<file path="src/rtl/msk_gf_mul_hpc3_pipe.sv">
// Masked GF(2^W) multiplier, HPC3 gadget, one register stage.
// Shares are bit-interleaved: bit (c*W+w)*d+s is share s of bit w, channel c.

module msk_gf_mul_hpc3_gfmul #(
   parameter int W = 2
) (
   input  logic [W-1:0] a,
   input  logic [W-1:0] b,
   output logic [W-1:0] p
);
   // x^2+x+1 and x^4+x+1 share the same low-order reduction term
   localparam logic [W-1:0] POLY = W'(3);

   always_comb begin
      p = '0;
      for (int i = W - 1; i >= 0; i--) begin
         p = {p[W-2:0], 1'b0} ^ (p[W-1] ? POLY : '0) ^ (b[i] ? a : '0);
      end
   end
endmodule

module msk_gf_mul_hpc3_pipe #(
   parameter int d        = 2,
   parameter int W        = 2,
   parameter int NCH      = 1,
   parameter int PREV_INT = 0,
   parameter int NR       = W * d * (d - 1)
) (
   input  logic                 clk,
   input  logic                 rst,
   input  logic                 en,
   input  logic                 in_valid,
   input  logic [NCH*W*d-1:0]   ina,
   input  logic [NCH*W*d-1:0]   inb,
   input  logic [NCH*W*d-1:0]   ina_prev,
   input  logic [NCH*NR-1:0]    rnd,
   output logic [NCH*W*d-1:0]   out,
   output logic                 out_valid
);
   localparam int D1 = d - 1;

   logic [W-1:0] a_s   [NCH][d];
   logic [W-1:0] b_s   [NCH][d];
   logic [W-1:0] pa_s  [NCH][d];
   logic [W-1:0] ap_s  [NCH][d];
   logic [W-1:0] a_d   [NCH][d];
   logic [W-1:0] a_q   [NCH][d];
   logic [W-1:0] o_s   [NCH][d];
   logic [W-1:0] r0_s  [NCH][d][D1];
   logic [W-1:0] r1_s  [NCH][d][D1];
   logic [W-1:0] mu_b  [NCH][d][D1];
   logic [W-1:0] mu_p  [NCH][d][D1];
   logic [W-1:0] mv_p  [NCH][d][D1];
   logic [W-1:0] u_d   [NCH][d][D1];
   logic [W-1:0] u_q   [NCH][d][D1];
   logic [W-1:0] vp_d  [NCH][d][D1];
   logic [W-1:0] vp_q  [NCH][d][D1];
   logic         out_valid_d;
   logic         out_valid_q;

   function automatic int pidx(input int i, input int j);
      int lo;
      int hi;
      lo = (i < j) ? i : j;
      hi = (i < j) ? j : i;
      return lo * (2 * d - lo - 1) / 2 + hi - lo - 1;
   endfunction

   always_comb begin
      a_s  = '{default: '0};
      b_s  = '{default: '0};
      pa_s = '{default: '0};
      for (int c = 0; c < NCH; c++)
         for (int w = 0; w < W; w++)
            for (int s = 0; s < d; s++) begin
               a_s[c][s][w]  = ina[(c*W+w)*d+s];
               b_s[c][s][w]  = inb[(c*W+w)*d+s];
               pa_s[c][s][w] = ina_prev[(c*W+w)*d+s];
            end
   end

   always_comb begin
      a_d  = a_s;
      ap_s = '{default: '0};
      for (int c = 0; c < NCH; c++)
         for (int s = 0; s < d; s++)
            ap_s[c][s] = (PREV_INT != 0) ? a_q[c][s] : pa_s[c][s];
   end

   // Pair (i,j) and (j,i) draw the same (r0,r1) so r1 cancels in the sum
   always_comb begin
      int j;
      int base;
      r0_s = '{default: '0};
      r1_s = '{default: '0};
      mu_b = '{default: '0};
      vp_d = '{default: '0};
      for (int c = 0; c < NCH; c++)
         for (int i = 0; i < d; i++)
            for (int k = 0; k < D1; k++) begin
               j    = (k < i) ? k : k + 1;
               base = c * NR + pidx(i, j) * 2 * W;
               r0_s[c][i][k] = rnd[base +: W];
               r1_s[c][i][k] = rnd[base + W +: W];
               mu_b[c][i][k] = (k == 0) ? (b_s[c][i] ^ r0_s[c][i][k])
                                        : r0_s[c][i][k];
               vp_d[c][i][k] = b_s[c][j] ^ r0_s[c][i][k];
            end
   end

   always_comb begin
      u_d = '{default: '0};
      for (int c = 0; c < NCH; c++)
         for (int i = 0; i < d; i++)
            for (int k = 0; k < D1; k++)
               u_d[c][i][k] = mu_p[c][i][k] ^ r1_s[c][i][k];
   end

   for (genvar c = 0; c < NCH; c++) begin : g_ch
      for (genvar i = 0; i < d; i++) begin : g_sh
         for (genvar k = 0; k < D1; k++) begin : g_pr
            msk_gf_mul_hpc3_gfmul #(.W(W)) u_mu (
               .a (a_s[c][i]),
               .b (mu_b[c][i][k]),
               .p (mu_p[c][i][k])
            );
            msk_gf_mul_hpc3_gfmul #(.W(W)) u_mv (
               .a (ap_s[c][i]),
               .b (vp_q[c][i][k]),
               .p (mv_p[c][i][k])
            );
         end
      end
   end

   assign out_valid_d = in_valid;

   always_ff @(posedge clk) begin
      if (rst) begin
         u_q         <= '{default: '0};
         vp_q        <= '{default: '0};
         a_q         <= '{default: '0};
         out_valid_q <= 1'b0;
      end else if (en) begin
         u_q         <= u_d;
         vp_q        <= vp_d;
         a_q         <= a_d;
         out_valid_q <= out_valid_d;
      end
   end

   always_comb begin
      o_s = '{default: '0};
      out = '0;
      for (int c = 0; c < NCH; c++)
         for (int i = 0; i < d; i++) begin
            for (int k = 0; k < D1; k++)
               o_s[c][i] = o_s[c][i] ^ u_q[c][i][k] ^ mv_p[c][i][k];
            for (int w = 0; w < W; w++)
               out[(c*W+w)*d+i] = o_s[c][i][w];
         end
   end

   assign out_valid = out_valid_q;
endmodule
</file>
<file path="config.mk">
export PLATFORM = sky130hd
export DESIGN_NAME = msk_gf_mul_hpc3_pipe
export DESIGN_NICKNAME = d
export VERILOG_FILES = /design/src/rtl/msk_gf_mul_hpc3_pipe.sv
export SDC_FILE = /design/constraint.sdc
export NUM_CORES = 1
export LEC_CHECK = 0
export CAP_MARGIN = 10
export CORE_UTILIZATION = 43
export DETAILED_ROUTE_END_ITERATION = 8
export PLACE_DENSITY = 0.77
export SLEW_MARGIN = 20
export SYNTH_ARGS = -nofsm -noshare
export SYNTH_HDL_FRONTEND = slang
export SYNTH_SLANG_ARGS = --single-unit
</file>
<file path="constraint.sdc">
create_clock -name clk -period 1.35 [get_ports clk]
set_input_delay 0.27 -clock clk [delete_from_list [all_inputs] [get_ports clk]]
set_output_delay 0.27 -clock clk [all_outputs]
set_load 0.02 [all_outputs]
</file>
==> summary.md <==
| Metric | Value |
|---|---|
| Status | complete, but fails checks |
| Failing checks | negative setup slack |
| Worst-Skew Late Latency | ~270 ps |
| RSZ-0062 raised after global routing | yes |
| Crit-path cells | mux2_4, a22oi_2, xnor2_2, buf_4 |
| Clock transition at path regs | approximately 70 ps |
| Slew Limit Fails | 0 |
| Slew @ Worst Pin | roughly 300 ps |
| Slew HR | 0.805 |
| Seq/Total Area, Yosys | 0.253 |
| Total net switching power | about 0.00033 W |
| Clock Sink Count | 9 |
| Core ar. | approximately 1500 um^2 |
| Final Skew | 0 ps |
| Initial antenna violation count | 0 |
| Cells after Synth | 86 |
| Final Cycle Share | 1.25 |
| Combinational share of power | 0.469 |
| First-pass DRT Iterations | 4 |
| IR drop worst, VDD | ~0.00046 V |
| Final Hold Fails | 0 |
| Die area | roughly 1800 um^2 |
| Static Leakage | 0.627 nW |
| Synthesized area per cell | slightly above 8 um^2 |
| Gr ovfl total | 0 |
| Largest net degree at the start of global routing | 13 |
| CP arrival | 1420 ps |
| DRC | 0 |
| Port Buf Inserts | 24 |
| Initial Util | 0.467 |
| CP top delay family | flip-flops |
| DRT iter0 DRCs | 18 |
| ANT nets after route | 0 |
| Chip height | approximately 43 um |
| CP max stage delay | around 340 ps |
| Die width | around 43 um |
| Via density | 5.58 |
| F_max | a little under 600 MHz |
| Total GRT Usage | 0.306 |
| Syn_nets | approximately 110 |
| Cts bufs inserted | 3 |
| P_int | approximately 0.00066 W |
| Worst hold path type | primary input to flop |
| Design area | ~1300 um^2 |
| Ant. Diodes | 0 |
| H-tree levels | 1 |
| Final wirelength | about 2400 um |
| Finish-stage setup viols | 4 |
| Seq pwr share | 0.311 |
| I/O Pins | 25 |
| Placed inst area | approximately 1200 um^2 |
| Startpoint types | flop |
| CTS tree | built |
| Placed cell count | 153 |
| Slowest cell on the critical path | dfxtp_2 |
| Dpl hpwl | ~1700 um |
| Sw Ratio | 0.335 |
| Post-synth cell types | 24 |
| Vias in the first global route | approximately 940 |
| Critical Path Fanout Max | 2 |
| NumNets Final | 164 |
| Post-Layout Cell Count | between 150 and 200 |
| CTS Root Cell | clkbuf_4 |
| Placer Congestion | 0.749 |
| WL/cell | between 15 and 20 um |
| Layout area overhead | 89.5% |
| PwrDens | around 740 nW/um^2 |
| Critical path type | flop to primary output |
| Max clock buf depth | 2 |
| Critical Path Sink Type | primary output |
| Minimum clock period | around 1700 ps |
| Number of max-cap violations | 0 |
| CP bufs+invs | 1 |
| Via count | between 800 and 900 |
| Flops & latches, synth | 9 |
| First-pass GRT wire length | 4060 um |
| Cell Area, Synth | between 700 and 800 um^2 |
| Layout cells sized above 1 | 0.455 |
| Post-CTS Hold Buffers | 0 |
| Clk pwr share | 0.220 |
| Worst EP required | between 1000 and 1500 ps |
| Fin worst setup slack | -336 ps |
| Num rows | 14 |
| Ys Warns | 0 |
==> synthesized netlist by cell type (all sizes together) <==
cell type	count	area share
nor3	2	0.014
o311ai	2	0.025
o21ai	2	0.014
nor3b	5	0.053
a211oi	4	0.042
a22oi	2	0.021
dfxtp	9	0.25
or3	2	0.018
o22ai	2	0.018
o211ai	4	0.049
nand2	7	0.037
clkbuf	2	0.011
o21a	2	0.021
nor2	7	0.037
xnor2	10	0.12
xor2	4	0.049
a21boi	2	0.021
nand2b	5	0.044
or3b	4	0.049
mux2i	3	0.042
a21oi	4	0.028
mux2	2	0.032
==> metrics by stage <==
step / utilization / hold WS [ps] / total power [W] / setup TNS [ps] / setup WS, ps
2_1_floorplan: - / 417 / 0.000502 / -9.35 / -9.35
3_3_place_gp: 0.793 / 473 / 0.000723 / -5270 / -857
3_5_place_dp: 0.793 / 515 / 0.000737 / -5800 / -923
4_1_cts: 0.883 / 507 / 0.000987 / -1100 / -366
5_1_grt: 0.885 / 521 / 0.00104 / -1250 / -375
6_report: 0.885 / 507 / 0.000994 / -1030 / -336
==> repair_timing <==
item                       CTS  global route
buffers inserted             3             1
setup endpoints to repair    9             7
pin swaps                   12            10
gates resized for setup     56             7
==> worst register-to-register path, cell delays in order, from the launching register on <==
cell and delay, ps:
dfxtp_1 360, or3b_2 470, o311ai_2 90
==> path summary, 6_finish.rpt <==
check                              from      end  slack (ps)  cells after the start
worst max-delay path            vp_q[3]   out[2]        -340                      4
worst min register to register  vp_q[2]  vp_q[2]         510                      2
worst max register to register   u_q[2]   u_q[2]         340                      2
worst min-delay path             ina[3]   u_q[1]         510                      4
==> cells in the final DEF (no fill, tap or decap), types with 3 or more instances in the layout <==
master | synthesis | routed
nand2b_1 | 5 | 5
a211oi_1 | 4 | 4
clkbuf_4 | 0 | 3
o211ai_1 | 3 | 3
dfxtp_1 | 9 | 6
dlygate4sd2_1 | 0 | 10
mux2i_1 | 3 | 3
dfxtp_2 | 0 | 3
dlymetal6s2s_1 | 0 | 3
a21oi_1 | 4 | 4
nand2_1 | 7 | 5
buf_4 | 0 | 35
xnor2_2 | 0 | 7
nor3b_1 | 5 | 4
clkdlybuf4s50_1 | 0 | 6
nor2_1 | 7 | 7
==> cell type report <==
| type | count | area [um^2] |
|---|---|---|
| multi-input cells | 75 | 666 |
| repair buffers | 55 | 453 |
| flip-flops and latches | 9 | 184 |
| fillers | 77 | 175 |
| clock buffers | 4 | 26.3 |
| well taps | 16 | 20.0 |
==> per-layer routing <==
layer / wire [um] / GRT usage / vias to the layer above
li1: - / - / 432
met1: 934 / 0.306 / 428
met2: 1380 / 0.600 / 24
met3: 57 / 0.0255 / 4
met4: 60 / 0.169 / 0
met5: 0 / 0 / -
==> logic make-up after synthesis <==
group,share of synthesized area
buffers and inverters,0.0105
flip-flops,0.253
XOR/XNOR,0.172
multiplexers,0.0738
AND/OR/NAND/NOR,0.251
AO/OA/AOI/OAI,0.239
==> sequential cells by signal (all words and copies together), names as in the netlist <==
name and flops:
u_q 4, vp_q 4, out_valid 1
==> power by group through the flow <==
stage,clock network [W],logic (W),registers [W]
after floorplan,0,0.000187,0.000314
after global placement,0,0.000412,0.000311
after detailed placement,0,0.000425,0.000312
after CTS,0.000223,0.000455,0.000309
after global routing,0.000237,0.000494,0.000310
final,0.000219,0.000466,0.000309
Note: power is estimated with default switching activity, not from simulation.
